## config.mk

```make
export PLATFORM = sky130hd
export DESIGN_NAME = cnt_sample_uart_tx_flat
export DESIGN_NICKNAME = d
export VERILOG_FILES = /design/src/rtl/cnt_sample_uart_tx_pkg.sv /design/src/rtl/cnt_sample_uart_tx_if.sv /design/src/rtl/cnt_sample_uart_tx_sync_stable_filter.sv /design/src/rtl/cnt_sample_uart_tx.sv /design/src/flat_wrapper.sv
export SDC_FILE = /design/constraint.sdc
export NUM_CORES = 1
export LEC_CHECK = 0
export ABC_AREA = 1
export BUFFER_PORTS_ARGS = -buffer_cell sky130_fd_sc_hd__buf_2
export CAP_MARGIN = 10
export CORE_UTILIZATION = 60
export CTS_CLUSTER_DIAMETER = 150
export DETAILED_ROUTE_END_ITERATION = 8
export GPL_TIMING_DRIVEN = 0
export PLACE_DENSITY = 0.79
export SLEW_MARGIN = 10
export SYNTH_ARGS = -nofsm -noshare
export SYNTH_HDL_FRONTEND = slang
export SYNTH_SLANG_ARGS = --single-unit
```

## constraint.sdc

```tcl
create_clock -name clk -period 1.8 [get_ports clk]
set_input_delay 0 -clock clk [delete_from_list [all_inputs] [get_ports clk]]
set_output_delay 0 -clock clk [all_outputs]
set_load 0.02 [all_outputs]
```

## src/rtl/cnt_sample_uart_tx_pkg.sv

```systemverilog
// Shared definitions for the counter-sample UART transmitter.
//  - state_e : FSM state encoding (3 bits)
//  - FRAME_BITS / DATA_BITS : UART 8N1 frame geometry
package cnt_uart_pkg;

    typedef enum logic [2:0] {
        S_IDLE  = 3'd0,
        S_ARM   = 3'd1,
        S_START = 3'd2,
        S_DATA  = 3'd3,
        S_STOP  = 3'd4
    } state_e;

    localparam int FRAME_BITS = 10;  // start + 8 data + stop
    localparam int DATA_BITS  = 8;

endpackage

```

## src/rtl/cnt_sample_uart_tx_if.sv

```systemverilog
// Bus between the counter/UART consumer and whoever drives it.
//  ena, cnt_in, sample_req : requester -> block
//  tx, busy, tx_done, sample_err : block -> requester / board
// master = driving side (bench or SoC glue), slave = cnt_sample_uart_tx.
interface cnt_sample_uart_tx_if;
    logic       ena;
    logic [7:0] cnt_in;
    logic       sample_req;
    logic       tx;
    logic       busy;
    logic       tx_done;
    logic       sample_err;

    modport master (
        output ena, cnt_in, sample_req,
        input  tx, busy, tx_done, sample_err
    );

    modport slave (
        input  ena, cnt_in, sample_req,
        output tx, busy, tx_done, sample_err
    );
endinterface

```

## src/rtl/cnt_sample_uart_tx_sync_stable_filter.sv

```systemverilog
// Synchroniser plus stability detector for the asynchronous 8-bit counter.
//  clk, rst : clock, synchronous active-high reset
//  d        : raw asynchronous counter value
//  q        : synchronised value (last sync stage)
//  stable   : q has matched its previous value long enough to be trusted
module sync_stable_filter #(
    parameter int SYNC_STAGES = 2,
    parameter int STABLE_CNT  = 2
) (
    input  logic       clk,
    input  logic       rst,
    input  logic [7:0] d,
    output logic [7:0] q,
    output logic       stable
);
    localparam logic [3:0] STABLE_TH = 4'(STABLE_CNT);

    logic [SYNC_STAGES-1:0][7:0] sync_q, sync_d;
    logic [7:0]                  prev_q, prev_d;
    logic [3:0]                  match_cnt_q, match_cnt_d;
    logic [7:0]                  cnt_s;

    assign cnt_s = sync_q[SYNC_STAGES-1];

    always_comb begin
        sync_d[0] = d;
        for (int i = 1; i < SYNC_STAGES; i++) sync_d[i] = sync_q[i-1];
        prev_d = cnt_s;
        // Run length of identical synchronised samples, saturating at 15.
        if (cnt_s != prev_q)           match_cnt_d = 4'd0;
        else if (match_cnt_q != 4'd15) match_cnt_d = match_cnt_q + 4'd1;
        else                           match_cnt_d = match_cnt_q;
    end

    always_ff @(posedge clk) begin
        if (rst) begin
            sync_q      <= '0;
            prev_q      <= '0;
            match_cnt_q <= '0;
        end else begin
            sync_q      <= sync_d;
            prev_q      <= prev_d;
            match_cnt_q <= match_cnt_d;
        end
    end

    assign q      = cnt_s;
    assign stable = (match_cnt_q >= STABLE_TH);
endmodule

```

## src/rtl/cnt_sample_uart_tx.sv

```systemverilog
// Captures the ring-oscillator count on request and sends it as one UART
// 8N1 frame.
//  clk, rst : clock, synchronous active-high reset
//  bus      : slave side of cnt_sample_uart_tx_if
//             (ena, cnt_in, sample_req in; tx, busy, tx_done, sample_err out)
module cnt_sample_uart_tx
    import cnt_uart_pkg::*;
#(
    parameter int CLKS_PER_BIT = 16,
    parameter int SYNC_STAGES  = 2,
    parameter int STABLE_CNT   = 2,
    parameter int ARM_TIMEOUT  = 255
) (
    input  logic                  clk,
    input  logic                  rst,
    cnt_sample_uart_tx_if.slave   bus
);
    localparam logic [7:0] BAUD_LAST = 8'(CLKS_PER_BIT - 1);
    localparam logic [7:0] TMO_LIM   = 8'(ARM_TIMEOUT);
    localparam logic [2:0] BIT_LAST  = 3'(DATA_BITS - 1);

    state_e     state_q, state_d;
    logic [7:0] baud_q, baud_d;
    logic [2:0] bit_idx_q, bit_idx_d;
    logic [7:0] tmo_q, tmo_d;
    logic [7:0] shreg_q, shreg_d;
    logic       tx_q, tx_d;
    logic       busy_q, busy_d;
    logic       tx_done_q, tx_done_d;
    logic       err_q, err_d;

    logic [7:0] cnt_s;
    logic       stable;
    logic       baud_last;

    sync_stable_filter #(
        .SYNC_STAGES (SYNC_STAGES),
        .STABLE_CNT  (STABLE_CNT)
    ) u_filter (
        .clk    (clk),
        .rst    (rst),
        .d      (bus.cnt_in),
        .q      (cnt_s),
        .stable (stable)
    );

    assign baud_last = (baud_q == BAUD_LAST);

    always_comb begin
        state_d   = state_q;
        baud_d    = baud_q;
        bit_idx_d = bit_idx_q;
        tmo_d     = tmo_q;
        shreg_d   = shreg_q;
        tx_d      = tx_q;
        busy_d    = busy_q;
        tx_done_d = 1'b0;
        err_d     = 1'b0;

        // The cycle that reports tx_done is still treated as busy, so a
        // request landing there is dropped rather than starting a new frame.
        if (bus.sample_req && (state_q != S_IDLE || tx_done_q)) err_d = 1'b1;

        unique case (state_q)
            S_IDLE: begin
                if (bus.sample_req && bus.ena && !tx_done_q) begin
                    state_d = S_ARM;
                    tmo_d   = 8'd0;
                    busy_d  = 1'b1;
                end
            end
            S_ARM: begin
                if (!bus.ena) begin
                    state_d = S_IDLE;
                    busy_d  = 1'b0;
                end else if (stable) begin
                    shreg_d = cnt_s;
                    baud_d  = 8'd0;
                    tx_d    = 1'b0;
                    state_d = S_START;
                end else if (tmo_q + 8'd1 == TMO_LIM) begin
                    err_d   = 1'b1;
                    busy_d  = 1'b0;
                    state_d = S_IDLE;
                end else begin
                    tmo_d = tmo_q + 8'd1;
                end
            end
            S_START: begin
                if (baud_last) begin
                    baud_d    = 8'd0;
                    bit_idx_d = 3'd0;
                    tx_d      = shreg_q[0];
                    shreg_d   = shreg_q >> 1;
                    state_d   = S_DATA;
                end else begin
                    baud_d = baud_q + 8'd1;
                end
            end
            S_DATA: begin
                if (baud_last) begin
                    baud_d = 8'd0;
                    if (bit_idx_q == BIT_LAST) begin
                        tx_d    = 1'b1;
                        state_d = S_STOP;
                    end else begin
                        bit_idx_d = bit_idx_q + 3'd1;
                        tx_d      = shreg_q[0];
                        shreg_d   = shreg_q >> 1;
                    end
                end else begin
                    baud_d = baud_q + 8'd1;
                end
            end
            S_STOP: begin
                if (baud_last) begin
                    baud_d    = 8'd0;
                    busy_d    = 1'b0;
                    tx_done_d = 1'b1;
                    state_d   = S_IDLE;
                end else begin
                    baud_d = baud_q + 8'd1;
                end
            end
            default: begin
                state_d = S_IDLE;
                tx_d    = 1'b1;
                busy_d  = 1'b0;
            end
        endcase
    end

    always_ff @(posedge clk) begin
        if (rst) begin
            state_q   <= S_IDLE;
            baud_q    <= '0;
            bit_idx_q <= '0;
            tmo_q     <= '0;
            shreg_q   <= '0;
            tx_q      <= 1'b1;
            busy_q    <= 1'b0;
            tx_done_q <= 1'b0;
            err_q     <= 1'b0;
        end else begin
            state_q   <= state_d;
            baud_q    <= baud_d;
            bit_idx_q <= bit_idx_d;
            tmo_q     <= tmo_d;
            shreg_q   <= shreg_d;
            tx_q      <= tx_d;
            busy_q    <= busy_d;
            tx_done_q <= tx_done_d;
            err_q     <= err_d;
        end
    end

    assign bus.tx         = tx_q;
    assign bus.busy       = busy_q;
    assign bus.tx_done    = tx_done_q;
    assign bus.sample_err = err_q;
endmodule
```

## src/flat_wrapper.sv

```systemverilog
// flat-port wrapper written by rule: the top's interface ports become plain ports
module cnt_sample_uart_tx_flat import cnt_uart_pkg::*;
#(
    parameter int CLKS_PER_BIT = 16,
    parameter int SYNC_STAGES  = 2,
    parameter int STABLE_CNT   = 2,
    parameter int ARM_TIMEOUT  = 255
)
  (clk, rst, bus_ena, bus_cnt_in, bus_sample_req, bus_tx, bus_busy, bus_tx_done, bus_sample_err);
  cnt_sample_uart_tx_if bus_i ();
  input  logic clk;
  input  logic rst;
  input wire logic [$bits(bus_i.ena)-1:0] bus_ena;
  input wire logic [$bits(bus_i.cnt_in)-1:0] bus_cnt_in;
  input wire logic [$bits(bus_i.sample_req)-1:0] bus_sample_req;
  output wire logic [$bits(bus_i.tx)-1:0] bus_tx;
  output wire logic [$bits(bus_i.busy)-1:0] bus_busy;
  output wire logic [$bits(bus_i.tx_done)-1:0] bus_tx_done;
  output wire logic [$bits(bus_i.sample_err)-1:0] bus_sample_err;
  assign bus_i.ena = bus_ena;
  assign bus_i.cnt_in = bus_cnt_in;
  assign bus_i.sample_req = bus_sample_req;
  assign bus_tx = bus_i.tx;
  assign bus_busy = bus_i.busy;
  assign bus_tx_done = bus_i.tx_done;
  assign bus_sample_err = bus_i.sample_err;
  cnt_sample_uart_tx #(.CLKS_PER_BIT(CLKS_PER_BIT), .SYNC_STAGES(SYNC_STAGES), .STABLE_CNT(STABLE_CNT), .ARM_TIMEOUT(ARM_TIMEOUT)) u_core (.clk(clk), .rst(rst), .bus(bus_i));
endmodule
```

==> results_dict.tcl, run 1 <==
set metrics [dict create \
    status "completed" \
    compound_cell_area_share_of_the_yosys_netlist_pct 14.3 \
    post_synth_main_area_contributors "sky130_fd_sc_hd__dfxtp_1, sky130_fd_sc_hd__nor2_1, sky130_fd_sc_hd__nand2_1, sky130_fd_sc_hd__inv_1, sky130_fd_sc_hd__a21oi_1" \
    post_synthesis_cell_count 392 \
    synth_top_family_by_area "simple AND/OR/NAND/NOR gates" \
    post_synth_fa_ha_maj_area_fraction_pct 3.01 \
    sw_frac_of_total_pct 37.2 \
    via_count 2536 \
    share_of_post_route_cells_with_drive_strength_above_1_pct 21.3 \
    wl_um 5780 \
    r2r_slack_ns 0.004 \
    hold_viol_final 0 \
    clock_share_of_power_pct 27.3 \
    p_switching_mw 1.72 \
    period_share_pct 99.8 \
    synthesis.area_per_instance_sq_um 7.41 \
    dominantRegCellSynth "sky130_fd_sc_hd__dfxtp_1" \
    core_sq_um 4500 \
    rsz0062_at_grt "yes" \
    cts_made_buffers 9 \
    postSynth.asyncResetShare_pct 0 \
    path_class "flop to flop" \
    sequential_cell_area_sq_um 1250 \
    maxSlewViolCount 0 \
    viasPerCell 5.20 \
    dp_worst_setup_slack_ns -0.0795 \
    slowest_delay_ns 0.39 \
    critical_path.startpoint_type "flop" \
    ios 16 \
    drc 0 \
    worst_slack_ns 0.00397 \
    cell_type_group_with_the_largest_total_delay_on_the_critical_path "simple AND/OR/NAND/NOR gates" \
    post_drt_antenna_nets 0 \
    power_density_nw_per_um2 1340 \
    antenna_cells_inserted 0 \
    library_cells_used_by_synthesis 40 \
    ys_ff_latch 62 \
    totalPowerFinal_mw 4.61 \
    synth_enable_flop_cells 0 \
    critPathMaxFanout 7 \
    antenna_found_initial 0 \
    p_int_mw 2.90 \
    worst-endpoint-arrival_ns 2.03 \
    yosysWarnings 0 \
    leftover_overflow_at_the_end_of_global_routing 0 \
    multi_input_area_sq_um 1460 \
    hold_path.class "primary input to flop" \
    seq_area_frac_synth_pct 42.7 \
    design.final.nets 451 \
    cp-end-kind "flop" \
    rows 24 \
    tritoncts "built" \
    synth_mux_area_share_pct 0.344 \
    period_needed_ns 1.80 \
    post_drt_wl_per_cell_um 11.8 \
    synth_xor_area_share_pct 0.603 \
    drt_pass1_iterations 4 \
    drt-initial-drc-count 105 \
    port_buffers 14 \
    power.sequential.fraction_pct 38.0 \
    chipWidth_um 71.6 \
    detailedPlacementHpwl_um 3870 \
    gp_routability_congestion 0.828 \
    finalSetupViolations 0 \
    max_cap_violations 0 \
    synth.net_count 411 \
    maximum_clock_frequency_mhz 557 \
    mostFrequentLayoutCells "sky130_fd_sc_hd__nand2_1, sky130_fd_sc_hd__nor2_1, sky130_fd_sc_hd__dfxtp_1" \
    cp_bufs_invs 2 \
    cts_sinks 62 \
    critical_path.cell_chain "ha_4 -> inv_2 -> nand2_1 -> nand2_1 -> nor2_1 -> nand3_1 -> nor2_2 -> nand3b_1 -> nand2_4 -> inv_6 -> nor2_1 -> nor2_1" \
    power.static_leakage_nw 1.42 \
    initial_core_utilization_pct 64.5 \
    fin_tns_setup_ns 0 \
    syn2layout_area_growth_pct 18.9 \
    floorplan.die_area_sq_um 5130 \
    max-clock-path-buffers 2 \
    post-synth-top-area-cell "sky130_fd_sc_hd__dfxtp_1" \
    final_cell_area_sq_um 3450 \
    clock-root-buffer "sky130_fd_sc_hd__clkbuf_8" \
    nFillCells 331 \
    maxSlewHeadroom_pct 65.8 \
    grt_max_degree 11 \
    post_dp_cell_area_sq_um 3040 \
    worst_clock_skew_ns 0.00899 \
    synthDominantCellAreaShare_pct 42.7 \
    clk_pin_slew_ns 0.07 \
    p_comb_share_pct 34.7 \
    wire_length_of_the_first_global_routing_pass_um 9670 \
    synth_area_sq_um 2910 \
    hold_ws_ns 0.112 \
    worstSkewPairLatency_ns 0.34 \
    timing_worst_slew_pin_value_ns 0.514 \
    via_count_of_the_first_global_routing_pass 2304 \
    synthSimpleGateAreaFrac_pct 30.0 \
    slowest_library_cell_on_the_worst_path "sky130_fd_sc_hd__dfxtp_4" \
    vdd.ir_drop.worst_mv 0.811 \
    timing.critical_path.mode_cell "sky130_fd_sc_hd__nor2_1" \
    grt_usage_pct 24.0 \
    cp_data_required_time_ns 2.04 \
    cts.htree.levels 3 \
    die-height_um 71.6 \
]
[synthesized netlist by cell type (all sizes together), types with 2 or more instances]
cell type	number
nor2	75
nand2	69
dfxtp	62
inv	59
a21oi	30
o21ai	27
nand3	24
clkbuf	7
ha	7
nand4	7
a211oi	4
nor3	3
or2	3
buf	2
o21bai	2
o22ai	2
xnor2	2
[cell families after synthesis]
group	count (synthesis)
adder cells (fa/ha/maj)	7
AND/OR/NAND/NOR	183
multiplexers	1
buffers and inverters	68
AO/OA/AOI/OAI	69
XOR/XNOR	2
flip-flops	62
[final timing paths]
kind | end | depth (start not counted) | from
worst max-delay path | u_core.tmo_q[2] | 12 | u_core.tmo_q[0]
worst min-delay path | u_core.bus.sample_err | 4 | bus_ena
worst max register to register | u_core.tmo_q[2] | 12 | u_core.tmo_q[0]
worst min register to register | u_core.u_filter.q[2] | 2 | u_core.u_filter.sync_d[10]
[through the flow]
| stage | util [%] | cells |
|---|---|---|
| 2_1_floorplan | - | 392 |
| 3_3_place_gp | 67.5 | 458 |
| 3_5_place_dp | 67.5 | 458 |
| 4_1_cts | 74.6 | 482 |
| 5_1_grt | 76.7 | 488 |
| 6_report | 76.7 | 488 |
[flip-flops by register name (all words and copies together) (netlist names)]
register / cells
u_core.bit_idx_q: 3
u_core.baud_q: 8
u_core.u_filter.match_cnt_q: 4
u_core.u_filter.sync_d: 8
u_core.u_filter.prev_q: 8
u_core.bus.tx: 1
u_core.u_filter.q: 8
u_core.bus.busy: 1
u_core.state_q: 3
u_core.bus.tx_done: 1
u_core.tmo_q: 8
u_core.shreg_q: 8
u_core.bus.sample_err: 1
[layer usage]
metal	part of all wire, %	routed length, um	track usage [%]	vias to the layer above
met4	1.2	68	6.97	0
met3	3.9	226	8.16	9
met2	48	2770	39.7	42
met1	47	2720	29.9	1152
met5	0	0	0	-
li1	-	-	-	1333
[power groups by stage]
stage	registers, mW	logic (mW)	clock network (mW)
2_1_floorplan	1.73	1.05	0
3_3_place_gp	1.74	1.30	0
3_5_place_dp	1.74	1.34	0
4_1_cts	1.72	1.38	1.29
5_1_grt	1.77	1.77	1.35
6_report	1.75	1.60	1.26
[final cells by class]
class                   count  share of cell area [%]
plain buffers               9                    1.23
clock buffers              12                    4.78
clock inverters             3                    1.23
inverters                  59                    6.56
multi-input cells         263                    42.3
flip-flops and latches     62                    36.3
well taps                  52                    1.88
repair buffers             28                    5.72
[worst register-to-register path: cells and delay by family (launching register included)]
family	cells	cell delay [ns]
and+or+nand+nor	9	1.02
DFF	1	0.39
adders and majority gates	1	0.17
buffers and inverters	2	0.09
[timing repair]
action | CTS | global route
pin swaps | 0 | 6
cloned | 0 | 1
setup endpoints to repair | 7 | 15
gates resized for setup | 6 | 24
endpoints found under the hold margin | 9 | 0
setup buffers | 0 | 5
hold buffers | 9 | 0
No activity file was read; power rests on OpenSTA's default activity.
==> inputs of run 2 (changes only) <==
GPL_TIMING_DRIVEN = unset   (was 0)
MAX_ROUTING_LAYER = met4   (was unset)
==> results_dict.tcl, run 2 (synthesis gave the netlist of run 1 again) <==
set metrics [dict create \
    antenna_found_initial 0 \
    max_cap_violations 0 \
    finalSetupViolations 0 \
    min_delay_path_depth 2 \
    wl_met1_um 2740 \
    totalPowerFinal_mw 4.66 \
    tritoncts "built" \
    floorplan.die_area_sq_um 5130 \
    ios 16 \
    hold_path.class "primary input to flop" \
    worstSkewPairLatency_ns 0.34 \
    critical_path.startpoint_type "flop" \
    hold_start "rst" \
    rows 24 \
    whs_endpoint "u_core.u_filter.sync_d[8]" \
    reg2regPathDepth 11 \
    cts.htree.levels 3 \
    clk_pin_slew_ns 0.07 \
    wl_um 5960 \
    core_sq_um 4500 \
    dp_worst_setup_slack_ns 0.0270 \
    share_of_post_route_cells_with_drive_strength_above_1_pct 21.6 \
    worst-endpoint-arrival_ns 1.97 \
    power.static_leakage_nw 1.45 \
    via_count_of_the_first_global_routing_pass 2297 \
    port_buffers 15 \
    period_share_pct 96.4 \
    leftover_overflow_at_the_end_of_global_routing 0 \
    worst_clock_skew_ns 0.00652 \
    cp_data_required_time_ns 2.04 \
    detailedPlacementHpwl_um 3870 \
    nFillCells 338 \
    met2WireLength_um 2810 \
    chipWidth_um 71.6 \
    status "completed" \
    antenna_cells_inserted 0 \
    timing_worst_slew_pin_value_ns 0.394 \
    syn2layout_area_growth_pct 19.2 \
    multi_input_area_sq_um 1440 \
    cts_sinks 62 \
    r2r-start "u_core.u_filter.match_cnt_q[0]" \
    grt_usage_pct 25.8 \
    met3_wirelength_from_detailed_routing_um 308 \
    critPathMaxFanout 6 \
    maxSlewHeadroom_pct 73.7 \
    via_count 2549 \
    hold_viol_final 0 \
    maximum_clock_frequency_mhz 577 \
    power_density_nw_per_um2 1340 \
    grt_max_degree 23 \
    design.final.nets 450 \
    clock-root-buffer "sky130_fd_sc_hd__clkbuf_8" \
    fin_util_pct 76.9 \
    gp_routability_congestion 0.813 \
    worst_reg2reg_path_endpoint "u_core.tmo_q[6]" \
    path_class "flop to flop" \
    layout.cells.most_common "sky130_fd_sc_hd__nand2_1" \
    highest-signal-layer "met4" \
    period_needed_ns 1.73 \
    wire_length_of_the_first_global_routing_pass_um 9740 \
    drt_pass1_iterations 4 \
    r2r_slack_ns 0.07 \
    drc 0 \
    mostFrequentLayoutCells "sky130_fd_sc_hd__nand2_1, sky130_fd_sc_hd__nor2_1, sky130_fd_sc_hd__dfxtp_1" \
    drt-initial-drc-count 143 \
    initial_core_utilization_pct 64.5 \
    sequential_cell_area_sq_um 1250 \
    maxSlewViolCount 0 \
    vdd.ir_drop.worst_mv 0.791 \
    worst_slack_ns 0.0654 \
    post_drt_wl_per_cell_um 12.2 \
    cp-end-kind "flop" \
    post_drt_antenna_nets 0 \
    max-clock-path-buffers 2 \
    cts_made_buffers 9 \
    die-height_um 71.6 \
    viasPerCell 5.22 \
]
==> run 2: routing by layer <==
metal	vias up	track usage, %
li1	1331	-
met1	1148	29.8
met2	58	40.6
met3	12	9.70
met4	0	10.2
met5	-	-
==> run 2: metrics by stage <==
stage	cells	TNS [ns]	hold WS (ns)	cell area, sq um
after floorplan	392	0	0.107	2910
after global placement	459	0	0.199	3070
after detailed placement	459	0	0.207	3070
after CTS	484	0	0.0365	3380
after global routing	488	-0.0736	0.0438	3460
final	488	0	0.0439	3460
==> run 2: layout make-up <==
cell class	instances	share of cell area (%)
inverter	59	6.39
sequential	62	36.0
timing repair buffer	37	7.70
tap	52	1.88
clock inverter	5	2.35
multi-input combinational	262	41.6
clock buffer	11	4.08
==> run 2: power breakdown <==
group / internal [mW] / total [mW] / switching (mW) / leakage (nW)
clock: 0.820 / 1.36 / 0.538 / 0.110
sequential: 1.55 / 1.72 / 0.166 / 0.509
combinational: 0.578 / 1.58 / 1.00 / 0.827
total: 2.95 / 4.66 / 1.71 / 1.45
==> run 2: worst max-delay path: stages (launching register included) <==
cell and delay (ns):
sky130_fd_sc_hd__dfxtp_2 0.35, sky130_fd_sc_hd__inv_1 0.05, sky130_fd_sc_hd__ha_1 0.19, sky130_fd_sc_hd__nor2_1 0.11, sky130_fd_sc_hd__nand3_2 0.10, sky130_fd_sc_hd__inv_1 0.10
sky130_fd_sc_hd__nand2_1 0.08, sky130_fd_sc_hd__a21oi_2 0.21, sky130_fd_sc_hd__nand2_4 0.11, sky130_fd_sc_hd__buf_6 0.14, sky130_fd_sc_hd__o21ai_0 0.14, sky130_fd_sc_hd__nor2_1 0.05
==> run 2: worst max-delay path by stage <==
| stage | start | to |
|---|---|---|
| after detailed placement | u_core.tmo_q[0] | u_core.tmo_q[0] |
| after floorplan | u_core.tmo_q[0] | u_core.tmo_q[2] |
| after global routing | u_core.u_filter.match_cnt_q[0] | u_core.tmo_q[6] |
| after global placement | u_core.tmo_q[0] | u_core.tmo_q[1] |
| after CTS | u_core.u_filter.match_cnt_q[0] | u_core.tmo_q[0] |
| final | u_core.u_filter.match_cnt_q[0] | u_core.tmo_q[6] |
==> run 2: timing repair <==
item,in CTS,in global routing
hold buffers,9,0
buffers inserted,0,4
resized for setup,0,19
setup endpoints to repair,0,16
endpoints found under the hold margin,9,0
==> inputs of run 3 (changes only) <==
REMOVE_ABC_BUFFERS = 1   (was unset)
clock period = 2.1 ns   (was 1.8 ns; I/O delays follow)
==> results_dict.tcl, run 3 (synthesis gave the netlist of run 1 again) <==
set metrics [dict create \
    design.final.nets 440 \
    path_class "flop to flop" \
    drt-initial-drc-count 129 \
    leftover_overflow_at_the_end_of_global_routing 0 \
    port_buffers 15 \
    initial_core_utilization_pct 64.5 \
    antenna_cells_inserted 0 \
    wire_length_of_the_first_global_routing_pass_um 9580 \
    post_drt_wl_per_cell_um 11.8 \
    vdd.ir_drop.worst_mv 0.678 \
    worst_slack_ns 0.240 \
    share_of_post_route_cells_with_drive_strength_above_1_pct 16.7 \
    finalSetupViolations 0 \
    gp_routability_congestion 0.856 \
    drt_pass1_iterations 4 \
    layout.cells.most_common "sky130_fd_sc_hd__nor2_1" \
    multi_input_area_sq_um 1400 \
    cp-end-kind "flop" \
    fin_util_pct 74.4 \
    power.static_leakage_nw 1.39 \
    chipWidth_um 71.6 \
    grt_max_degree 23 \
    clock-root-buffer "sky130_fd_sc_hd__clkbuf_8" \
    post_drt_antenna_nets 0 \
    antenna_found_initial 0 \
    maxSlewHeadroom_pct 67.4 \
    detailedPlacementHpwl_um 3710 \
    highest-signal-layer "met4" \
    max-clock-path-buffers 2 \
    mostFrequentLayoutCells "sky130_fd_sc_hd__nor2_1, sky130_fd_sc_hd__dfxtp_1, sky130_fd_sc_hd__nand2_1" \
    power_density_nw_per_um2 1150 \
    rows 24 \
    worst_reg2reg_path_endpoint "u_core.tmo_q[3]" \
    wl_um 5630 \
    sequential_cell_area_sq_um 1240 \
    cts_sinks 62 \
    post_dp_cell_area_sq_um 3030 \
    fin_tns_setup_ns 0 \
    critical_path.startpoint_type "flop" \
    postCtsSetupRepairBufs 0 \
    min_delay_path_depth 2 \
    dp_worst_setup_slack_ns 0.279 \
    timing.critical_path.from "u_core.u_filter.match_cnt_q[0]" \
    syn2layout_area_growth_pct 15.3 \
    met3_wirelength_from_detailed_routing_um 183 \
    period_share_pct 88.5 \
    cts_made_buffers 9 \
    drc 0 \
    die-height_um 71.6 \
    tritoncts "built" \
    r2r-start "u_core.u_filter.match_cnt_q[0]" \
    hold_path.class "primary input to flop" \
    max_cap_violations 0 \
    worstSkewPairLatency_ns 0.33 \
    via_count 2517 \
    wl_met1_um 2540 \
    core_sq_um 4500 \
    hold_viol_final 0 \
    cp_data_required_time_ns 2.33 \
    reg2regPathDepth 10 \
    status "completed" \
    cts.htree.levels 3 \
    clk_pin_slew_ns 0.07 \
    via_count_of_the_first_global_routing_pass 2325 \
    whs_endpoint "u_core.u_filter.q[4]" \
    period_needed_ns 1.86 \
    worst_clock_skew_ns 0.00789 \
    viasPerCell 5.27 \
    ios 16 \
    nFillCells 339 \
    met2WireLength_um 2770 \
    hold_start "rst" \
    maxSlewViolCount 0 \
    timing_worst_slew_pin_value_ns 0.488 \
    worst-endpoint-arrival_ns 2.09 \
    maximum_clock_frequency_mhz 538 \
    r2r_slack_ns 0.24 \
    final_cell_area_sq_um 3350 \
    critPathMaxFanout 9 \
    grt_usage_pct 24.9 \
    rsz0062_at_grt "no" \
    floorplan.die_area_sq_um 5130 \
]
run 3: cell count changes in the layout (fill, tap and decap cells not counted), sizes merged:
cell      before  now
buf           28   18
clkbuf        11   13
inv           60   59
clkinvlp       1    0
run 3: what timing repair did:
action,4_1_cts,5_1_grt
gates resized for setup,0,2
endpoints found under the setup margin,0,1
hold buffers,9,0
hold endpoints to repair,9,0
run 3: report_power, final:
group	leakage [nW]	switching, mW	internal [mW]
combinational	0.768	0.772	0.397
sequential	0.507	0.156	1.32
clock	0.120	0.444	0.764
run 3: metrics by stage:
stage	hold slack (ns)	std cells	total power [mW]
global route	0.101	478	4.07
detailed placement	0.209	453	2.63
floorplan	0.0691	383	2.36
finish	0.0792	478	3.85
global placement	0.200	453	2.61
CTS	0.0737	478	3.85
run 3: worst max path at each step:
| stage | slack, ns | end | depth (start not counted) |
|---|---|---|---|
| after global placement | 0.28 | u_core.tmo_q[3] | 10 |
| after detailed placement | 0.28 | u_core.tmo_q[3] | 10 |
| after global routing | 0.03 | u_core.tmo_q[2] | 10 |
| final | 0.24 | u_core.tmo_q[3] | 10 |
| after floorplan | 0.53 | u_core.tmo_q[2] | 10 |
| after CTS | 0.20 | u_core.tmo_q[1] | 10 |
run 3: final cells by class:
class | count | area share [%]
tap | 52 | 1.94
clock inverter | 3 | 1.94
timing repair buffer | 27 | 5.60
inverter | 59 | 6.61
clock buffer | 13 | 5.04
sequential | 62 | 37.0
multi-input combinational | 262 | 41.8
run 3: worst max-delay path, cell delays in order, from the launching register on:
cell and delay (ns):
sky130_fd_sc_hd__dfxtp_1 0.37, sky130_fd_sc_hd__inv_1 0.07, sky130_fd_sc_hd__ha_1 0.19, sky130_fd_sc_hd__nor2_1 0.09, sky130_fd_sc_hd__nand3_1 0.19, sky130_fd_sc_hd__inv_1 0.14, sky130_fd_sc_hd__nand2_1 0.07, sky130_fd_sc_hd__a21oi_1 0.20
sky130_fd_sc_hd__nand2_2 0.16, sky130_fd_sc_hd__o21ai_0 0.22, sky130_fd_sc_hd__nor2_1 0.06
run 3: metal layers:
metal / GRT usage (%) / up-vias
met4: 13.3 / 0
met5: - / -
met3: 4.64 / 16
li1: - / 1313
met2: 43.1 / 47
met1: 27.1 / 1141
